[src/rtl/peak_level_meter.sv]
// peak_level_meter: peak-hold level meter with linear decay; clip detector built only with PEAK_METER_CLIP_DETECT_EN.
module peak_level_meter #(
  parameter logic [15:0] TICK_DIV   = 16'd50000,
  parameter logic [7:0]  HOLD_TICKS = 8'd20,
  parameter logic [7:0]  DECAY_STEP = 8'd16
) (
  input  logic       clk,
  input  logic       rst_n,
  input  logic [7:0] sample,
  input  logic       sample_valid,
  output logic [7:0] level,
  output logic       clip
);
  typedef enum logic [1:0] {IDLE, HOLD, DECAY} state_t;
  state_t      state_q, state_d;
  logic [7:0]  level_q, level_d, hold_q, hold_d, mag, scaled;
  logic [15:0] pre_q, pre_d;
  logic        tick, capture;
  always_comb begin
    mag = sample[7] ? ~sample + 8'd1 : sample;
    scaled = (mag == 8'd128) ? 8'd255 : {mag[6:0], 1'b0};
    tick = pre_q == TICK_DIV - 16'd1;
    capture = sample_valid && scaled != 8'd0 && scaled >= level_q;
    pre_d = (capture || tick) ? 16'd0 : pre_q + 16'd1;
    state_d = state_q;
    level_d = level_q;
    hold_d = hold_q;
    if (capture) begin
      state_d = HOLD;
      level_d = scaled;
      hold_d = HOLD_TICKS;
    end else if (tick && state_q == HOLD) begin
      hold_d = hold_q - 8'd1;
      state_d = (hold_q == 8'd1) ? DECAY : HOLD;
    end else if (tick && state_q == DECAY) begin
      level_d = (level_q > DECAY_STEP) ? level_q - DECAY_STEP : 8'd0;
      state_d = (level_q > DECAY_STEP) ? DECAY : IDLE;
    end
  end
  always_ff @(posedge clk) begin
    if (!rst_n) begin
      state_q <= IDLE;
      level_q <= 8'd0;
      hold_q <= 8'd0;
      pre_q <= 16'd0;
    end else begin
      state_q <= state_d;
      level_q <= level_d;
      hold_q <= hold_d;
      pre_q <= pre_d;
    end
  end
  assign level = level_q;
`ifdef PEAK_METER_CLIP_DETECT_EN
  // Clip window runs on its own cycle counter so its length never depends on the level prescaler phase.
  localparam logic [23:0] CLIP_CYCLES = 24'(HOLD_TICKS) * 24'(TICK_DIV);
  logic [23:0] clip_cnt_q, clip_cnt_d;
  always_comb
    clip_cnt_d = (sample_valid && (sample == 8'h7F || sample == 8'h80)) ? CLIP_CYCLES :
                 (clip_cnt_q != 24'd0) ? clip_cnt_q - 24'd1 : 24'd0;
  always_ff @(posedge clk) begin
    if (!rst_n) clip_cnt_q <= 24'd0;
    else clip_cnt_q <= clip_cnt_d;
  end
  assign clip = clip_cnt_q != 24'd0;
`else
  assign clip = 1'b0;
`endif
endmodule

[config.mk]
export PLATFORM = sky130hd
export DESIGN_NAME = peak_level_meter
export DESIGN_NICKNAME = d
export VERILOG_FILES = /design/src/rtl/peak_level_meter.sv
export SDC_FILE = /design/constraint.sdc
export NUM_CORES = 1
export LEC_CHECK = 0
export CORE_ASPECT_RATIO = 0.5
export CORE_MARGIN = 8
export CORE_UTILIZATION = 58
export DETAILED_ROUTE_END_ITERATION = 8
export PLACE_DENSITY = 0.8
export SLEW_MARGIN = 10
export SYNTH_ARGS = -nofsm -noshare
export SYNTH_HDL_FRONTEND = slang
export SYNTH_SLANG_ARGS = --single-unit
[constraint.sdc]
create_clock -name clk -period 7.47 [get_ports clk]
set_input_delay 1.494 -clock clk [delete_from_list [all_inputs] [get_ports clk]]
set_output_delay 1.494 -clock clk [all_outputs]
set_load 0.01 [all_outputs]
# Word-level counts from Yosys, hierarchy flattened
# Index checks and enable logic that the tools add are counted.
# word_totals
regBits	34
input_bits	11
output_inout_bits	9
# classes
addsub	4
order_cmp	2
n_eq_ne	6
muxes	13
bitwise	2
n_reduce_logical	13
# ops
cell	n
$mux 8	6
$add 16x1->16 const B	1
$eq 16x16->1 const B	1
$mux 5	2
$add 8x1->8 const B	1
$eq 8x1->1 const B	1
$eq 8x8->1 const B	1
$ge 8x8->1	1
$gt 8x5->1 const B	1
$mux 2	4
$not 8->8	1
$reduce_bool 8->1	1
$sub 8x1->8 const B	1
$sub 8x5->8 const B	1
$reduce_bool 2->1	3
$logic_and 1x1->1	4
$reduce_or 2->1	2
$reduce_bool 3->1	1
$eq 2x1->1 const B	1
$eq 2x2->1 const B	1
$ne 2x2->1 const B	1
$reduce_and 2->1	1
$logic_or 1x1->1	1
$mux 1	1
$not 1->1	1

# Depth between registers and ports, before layout
# Gate-level depths: netlist of run 1.
# depth
ltp_word	10
ltp_mapped	13

# Worst setup path after synthesis of run 1
# No wires, ideal clock.
# synth_timing
kind	input -> register
startpoint	input sample[0]
endpoint	register level_q[0] (netlist: level[0])
t_arrival_ps	4273
t_required_ps	7398
path_slack_ps	3125
stages	13
path_buffers	1
path_cell_list	inv_1 -> ha_1 -> or3b_4 -> a211oi_2 -> nor4b_4 -> inv_2 -> ha_1 -> nand2b_1 -> a211oi_1 -> o221a_2 -> a211oi_2 -> buf_4 -> mux2i_1
# synth_via
elab_chain_len	10
elab_cells_between_ends	13
classes_between	add/sub: 1; order compare: 1; eq/ne: 2; mux: 3; bitwise: 1; reduce/logical: 5
# synth_rtl
item	line_no	source
from (decl)	9	input logic [7:0] sample,
$not 8->8	20	mag = sample[7] ? ~sample + 8'd1 : sample;
$add 8x1->8	20	
$mux 8 (*)	20	
$eq 8x8->1	21	scaled = (mag == 8'd128) ? 8'd255 : {mag[6:0], 1'b0};
$mux 8 (*)	21	
branches (longest 5 deep; another with $ge 8x8->1)	--	
to (signal assigned)	48	level_q <= level_d;
to (decl)	16	logic [7:0] level_q, level_d, hold_q, hold_d, mag, scaled;
# Every way passes the cells marked *.
# A chain may end at the register's enable or synchronous reset.

# Worst setup path after layout of run 1
# Ends and elaborated chain as after synthesis.

==> results.toml, run 1 <==
[synthesis]
synth_top_area_cell = "dfxtp_1"
yosysMostFrequentCell = "dfxtp_1"
syn_area_mm2 = 0.00226
synth.area.top_cells = "dfxtp_1, ha_1, xnor2_1, nor3_1, xor2_1"
async_reset_ff_share_pct = 0
ys_seq_elements = 34
synth_top_cell_area_share_pct = 30.1
seq_area_frac_synth_pct = 30.1
synth_edf_count = 0
netlist_instances = 263
yosys-top-cells-count = "dfxtp_1, nor3_1, nand2_1"
synth_flop_cell = "dfxtp_1"
ys_types = 44
syn_area_per_cell_um2 = 8.60
synth_nets = 288
ys_warn_count = 0

[route]
first_pass_iters = 4
wl_per_cell_um = 15.3
wirelength_mm = 5.06
drc = 0
antenna_left = 0
vias = 1966
avgViaCountPerCell = 5.92
drt-initial-drc-count = 85

[clock_network]
cts.htree.levels = 2
cts_buffer_depth = 2
post_cts_buffers = 0
cts_buffers = 5
cts-resized-gates = 0
holdBufCountCts = 0
clkSinkCount = 34
clk_pin_slew_ps = 70
cts-root-buf = "clkbuf_8"
clk_latency_ps = 280
cts_tree = "yes"

[timing]
worst_pin_slew_ps = 843
setup_tns_ps = 0
period_needed_ps = 5010
report.final.setup_viol = 0
hold_violations = 0
drv_slew = 0
skew_ps = 4.92
max_slew_margin_pct = 43.5
max_freq_mhz = 200
min_period_over_period_pct = 67.1
rsz0062_at_grt = "no"

[power_and_ir_drop]
internal-power_w = 0.000317
pwr-share-seq_pct = 44.0
p_clk_share_pct = 30.7
power_density_mw_per_mm2 = 180
combPwrFrac_pct = 25.4
leakagePower_nw = 0.896
switchingPower_w = 0.000141
p_total_w = 0.000458
p_sw_share_pct = 30.8
peakVddDrop_mv = 0.0732

[worst_setup_path]
cp.required_ps = 7690
crit_top_cell = "ha_1"
critPathSlowestCell = "clkdlybuf4s50_1"
crit_start = "sample[0]"
end_kind = "flip-flop"
rr_worst_depth = 5
cp-start-kind = "input pin"
crit_family = "buffers and inverters"
setup.worst_path.class = "input pin to flip-flop"
r2r_start = "pre_q[6]$_SDFF_PP0_"
worstPathMaxFanout = 34
crit_end = "level[0]$_SDFFE_PN0P_"
critPathMaxStageDelay_ps = 520
crit_chain = "clkdlybuf4s50_1, inv_1, ha_1, or3b_4, a211oi_2, nor4b_4, inv_2, o21ai_0, ha_1, o2111ai_1, o221a_2, a211oi_4, buf_4, mux2i_1"
cp_num_cells = 14
crit_arrival_ps = 5220
r2r-end = "hold_q[1]$_SDFFE_PP0P_"
path_buf_inv = 4
r2r_setup_slack_ps = 5010

[die]
ios = 20
start_util_pct = 59.1
core-area_mm2 = 0.00382
die_h_um = 60.2
rows = 16
dieWidth_um = 104
dieArea_mm2 = 0.00627

[placement]
io_buffers = 18
place_area_mm2 = 0.00245
gp_congestion = 0.828
hpwl_mm = 3.77
dp_cells = 324

[finish]
num_antenna_cells = 0
drive_gt1_share_pct = 8.27
stdcell_count = 332
nets = 302
areaGrowthSynthToFinish_pct = 12.5
design_area_mm2 = 0.00254

[global_route]
grt_pass1_vias = 2004
grt_max_degree = 35
overflow = 0
grt_antenna_before_repair = 0
grt_usage_pct = 17.1
grt_pass1_wl_mm = 8.92

[min_path]
hold_class = "flip-flop to flip-flop"

[run_status]
status = "finished, final reports clean"

[job]
maxCapViolations = 0
==> registers in the layout (all words and copies together), names as in the netlist <==
signal   cells
state_q      2
pre_q       16
level        8
hold_q       8
==> metrics by stage <==
stage | utilization (%) | setup WS [ps] | hold slack [ps]
after CTS | 66.5 | 2500 | 483
after detailed placement | 64.1 | 2210 | 468
after global routing | 66.5 | 2250 | 518
final | 66.5 | 2460 | 487
after floorplan | - | 3130 | 444
after global placement | 64.1 | 2350 | 460
==> power groups by stage <==
| stage | combinational [W] | sequential (W) | clock, W |
|---|---|---|---|
| 2_1_floorplan | 0.0000814 | 0.000205 | 0 |
| 3_3_place_gp | 0.000111 | 0.000204 | 0 |
| 3_5_place_dp | 0.000115 | 0.000205 | 0 |
| 4_1_cts | 0.000115 | 0.000201 | 0.000142 |
| 5_1_grt | 0.000130 | 0.000203 | 0.000149 |
| 6_report | 0.000116 | 0.000201 | 0.000140 |
==> kinds of logic (layout without fill, tap and decap cells) <==
family,count (synthesis),count (layout),synth area share [%]
flops,34,34,30.1
simple gates,110,110,29.7
mux,9,9,4.04
other cells,1,1,0.166
xor+xnor,26,26,10.4
compound gates,39,39,11.7
buf+inv,30,45,6.14
fa+ha+maj,14,14,7.75
==> worst min-delay path by stage <==
stage / start / to / slack, ps / cells past startpoint
finish: pre_q[0]$_SDFF_PP0_ / pre_q[0]$_SDFF_PP0_ / 490 / 1
global route: pre_q[0]$_SDFF_PP0_ / pre_q[0]$_SDFF_PP0_ / 520 / 1
CTS: pre_q[0]$_SDFF_PP0_ / pre_q[0]$_SDFF_PP0_ / 480 / 1
detailed placement: pre_q[0]$_SDFF_PP0_ / pre_q[0]$_SDFF_PP0_ / 470 / 1
global placement: pre_q[0]$_SDFF_PP0_ / pre_q[0]$_SDFF_PP0_ / 460 / 1
floorplan: pre_q[0]$_SDFF_PP0_ / pre_q[0]$_SDFF_PP0_ / 440 / 1
==> area by class of cell <==
class	count	area [um^2]
tap	54	67.6
fill	323	1280
inverter	18	67.6
sequential	34	681
timing repair buffer	19	188
multi-input combinational	199	1450
clock inverter	1	5.00
clock buffer	7	86.3
==> layout by cell type, fill, tap and decap left out, drive strengths merged <==
master	count
a211o	1
a31oi	2
nor4	18
buf	1
nor4bb	3
nand2b	4
o21a	5
o2111ai	1
or3	2
a21o	3
mux2	1
o41ai	1
and4	1
ha	14
dfxtp	34
clkinv	2
nor4b	4
nor2b	5
xor2	12
o221a	1
nor3	21
mux2i	8
o21ai	10
a21oi	7
a211oi	4
nand3	9
clkdlybuf4s50	18
conb	1
clkbuf	7
xnor2	14
nand2	18
and3	3
inv	17
o31ai	4
nor2	11
or3b	2
nand4	9
==> worst reg2reg max path: stages (launching register included) <==
cell and delay (ps):
dfxtp_1 420, nor4bb_1 440, and4_1 780, nand2_1 250, mux2_2 330, nor3_1 150
==> per-layer routing <==
| layer | track usage [%] | routed length (um) |
|---|---|---|
| met1 | 18.7 | 2260 |
| met2 | 32.7 | 2600 |
| met4 | 4.68 | 47 |
| met5 | 0 | 0 |
| met3 | 4.41 | 161 |
Note: power is estimated with default switching activity, not from simulation.
==> run 2, diff against run 1 <==
clock period = 5.1 ns   (was 7.47 ns; I/O delays follow)
==> run 2 against run 1 <==
First-iteration DRC count decreased by 13%. Critical path depth unchanged. Register-to-register slack got worse by 2300 ps. Clock power increased by 68%. Non-clock buffer count increased by 1. Critical path type unchanged. Largest power group unchanged.
==> results.toml, run 2 (same netlist as run 1, synthesis figures left out) <==
[timing]
report.final.setup_viol = 0
max_slew_margin_pct = 46.8
holdWs_ps = 495
setup_tns_ps = 0
rsz0062_at_grt = "no"
skew_ps = 3.52
min_period_over_period_pct = 86.8
worst_pin_slew_ps = 797
hold_violations = 0
period_needed_ps = 4430
drv_slew = 0
max_freq_mhz = 226

[finish]
layout_commonest_cell = "dfxtp_1"
areaGrowthSynthToFinish_pct = 14.2
nets = 303
mostFrequentLayoutCells = "dfxtp_1, nor3_1, nand2_1, clkdlybuf4s50_1, inv_1"
regMostFlops = "pre_q"
num_antenna_cells = 0
drive_gt1_share_pct = 8.96
largest_register_ffs = 16
stdcell_count = 333
nFillCells = 303

[route]
avgViaCountPerCell = 5.91
first_pass_iters = 4
vias = 1967
wirelength_mm = 4.99
drt-initial-drc-count = 74
antenna_left = 0
drc = 0
wl_per_cell_um = 15.0

[placement]
dp_cells = 325
hpwl_mm = 3.51
gp_congestion = 0.881
io_buffers = 18

[clock_network]
cts.htree.levels = 2
cts_buffer_depth = 2
post_cts_buffers = 0
clk_pin_slew_ps = 70
clk_latency_ps = 290
clkSinkCount = 34
cts_tree = "yes"
holdBufCountCts = 0
cts_buffers = 5
cts-root-buf = "clkbuf_8"
cts-resized-gates = 0

[worst_setup_path]
r2r_start = "pre_q[6]$_SDFF_PP0_"
rr_worst_depth = 5
crit_arrival_ps = 4610
setup.worst_path.class = "input pin to flip-flop"
cp.required_ps = 5280
cp-start-kind = "input pin"
r2r-end = "hold_q[1]$_SDFFE_PP0P_"
end_kind = "flip-flop"
worstPathMaxFanout = 34
r2r_setup_slack_ps = 2740

[global_route]
grt_pass1_vias = 1844
grt_pass1_wl_mm = 8.31
grt_antenna_before_repair = 0
grt_usage_pct = 16.2
overflow = 0
grt_max_degree = 35

[min_path]
hold_class = "flip-flop to flip-flop"
hold_path_startpoint = "pre_q[0]$_SDFF_PP0_"
whs_path_depth = 1
min_to = "pre_q[0]$_SDFF_PP0_"

[run_status]
status = "finished, final reports clean"

[power_and_ir_drop]
p_total_w = 0.000704
peakVddDrop_mv = 0.116
leakagePower_nw = 0.914
power_density_mw_per_mm2 = 273

[die]
rows = 16
dieWidth_um = 104
start_util_pct = 59.1
ios = 20
die_h_um = 60.2
core-area_mm2 = 0.00382
dieArea_mm2 = 0.00627

[job]
maxCapViolations = 0
==> run 2: cell types whose count changed in the layout (fill, tap and decap cells not counted) <==
cell / delta
clkbuf_8: +2
buf_12: +1
clkbuf_1: -1
clkinv_2: -1
==> run 2: where the power goes <==
group	internal, W	total [W]	switching (W)
sequential	0.000280	0.000295	0.0000155
combinational	0.0000796	0.000175	0.0000951
clock	0.000136	0.000235	0.0000984
==> run 2: critical path, stage by stage <==
cell and delay [ps]:
clkdlybuf4s50_1 540, inv_1 130, ha_1 240, or3b_4 410
a211oi_2 270, nor4b_4 350, inv_2 150, ha_1 290
nand2b_1 140, a211oi_1 260, o221a_2 270, a211oi_4 60
buf_12 190, nor4_1 290
==> run 2: worst max path at each step <==
stage               slack, ps  depth (start not counted)               endpoint       from
floorplan                1230                         13  level[0]$_SDFFE_PN0P_  sample[0]
global placement          600                         14  level[6]$_SDFFE_PN0P_  sample[0]
detailed placement        410                         14  level[2]$_SDFFE_PN0P_  sample[0]
CTS                       690                         14    pre_q[3]$_SDFF_PP0_  sample[0]
global route              420                         14    pre_q[9]$_SDFF_PP0_  sample[0]
finish                    670                         14    pre_q[3]$_SDFF_PP0_  sample[0]
==> run 2: layout make-up <==
type / count / area [um^2] / share of cell area (%)
Sequential cell: 34 / 681 / 26.4
Clock buffer: 8 / 110 / 4.26
Inverter: 18 / 67.6 / 2.62
Timing Repair Buffer: 20 / 208 / 8.04
Multi-Input combinational cell: 199 / 1450 / 56.1
Tap cell: 54 / 67.6 / 2.62
==> run 2: per-layer routing <==
layer  part of all wire [%]  routed length [um]  up-vias  GRT usage [%]
li1                       -                   -      989              -
met1                     44                2210      917           17.2
met2                     50                2490       56           31.6
met3                    4.5                 224        5           3.23
met4                    1.2                  61        0           6.31
met5                      0                   0        -              0
==> run 2: per-stage QoR <==
step / util (%) / worst slack [ps] / instance area, um^2
after floorplan: - / 1230 / 2260
after global placement: 64.7 / 603 / 2470
after detailed placement: 64.7 / 406 / 2470
after CTS: 67.5 / 692 / 2580
after global routing: 67.5 / 420 / 2580
final: 67.5 / 674 / 2580
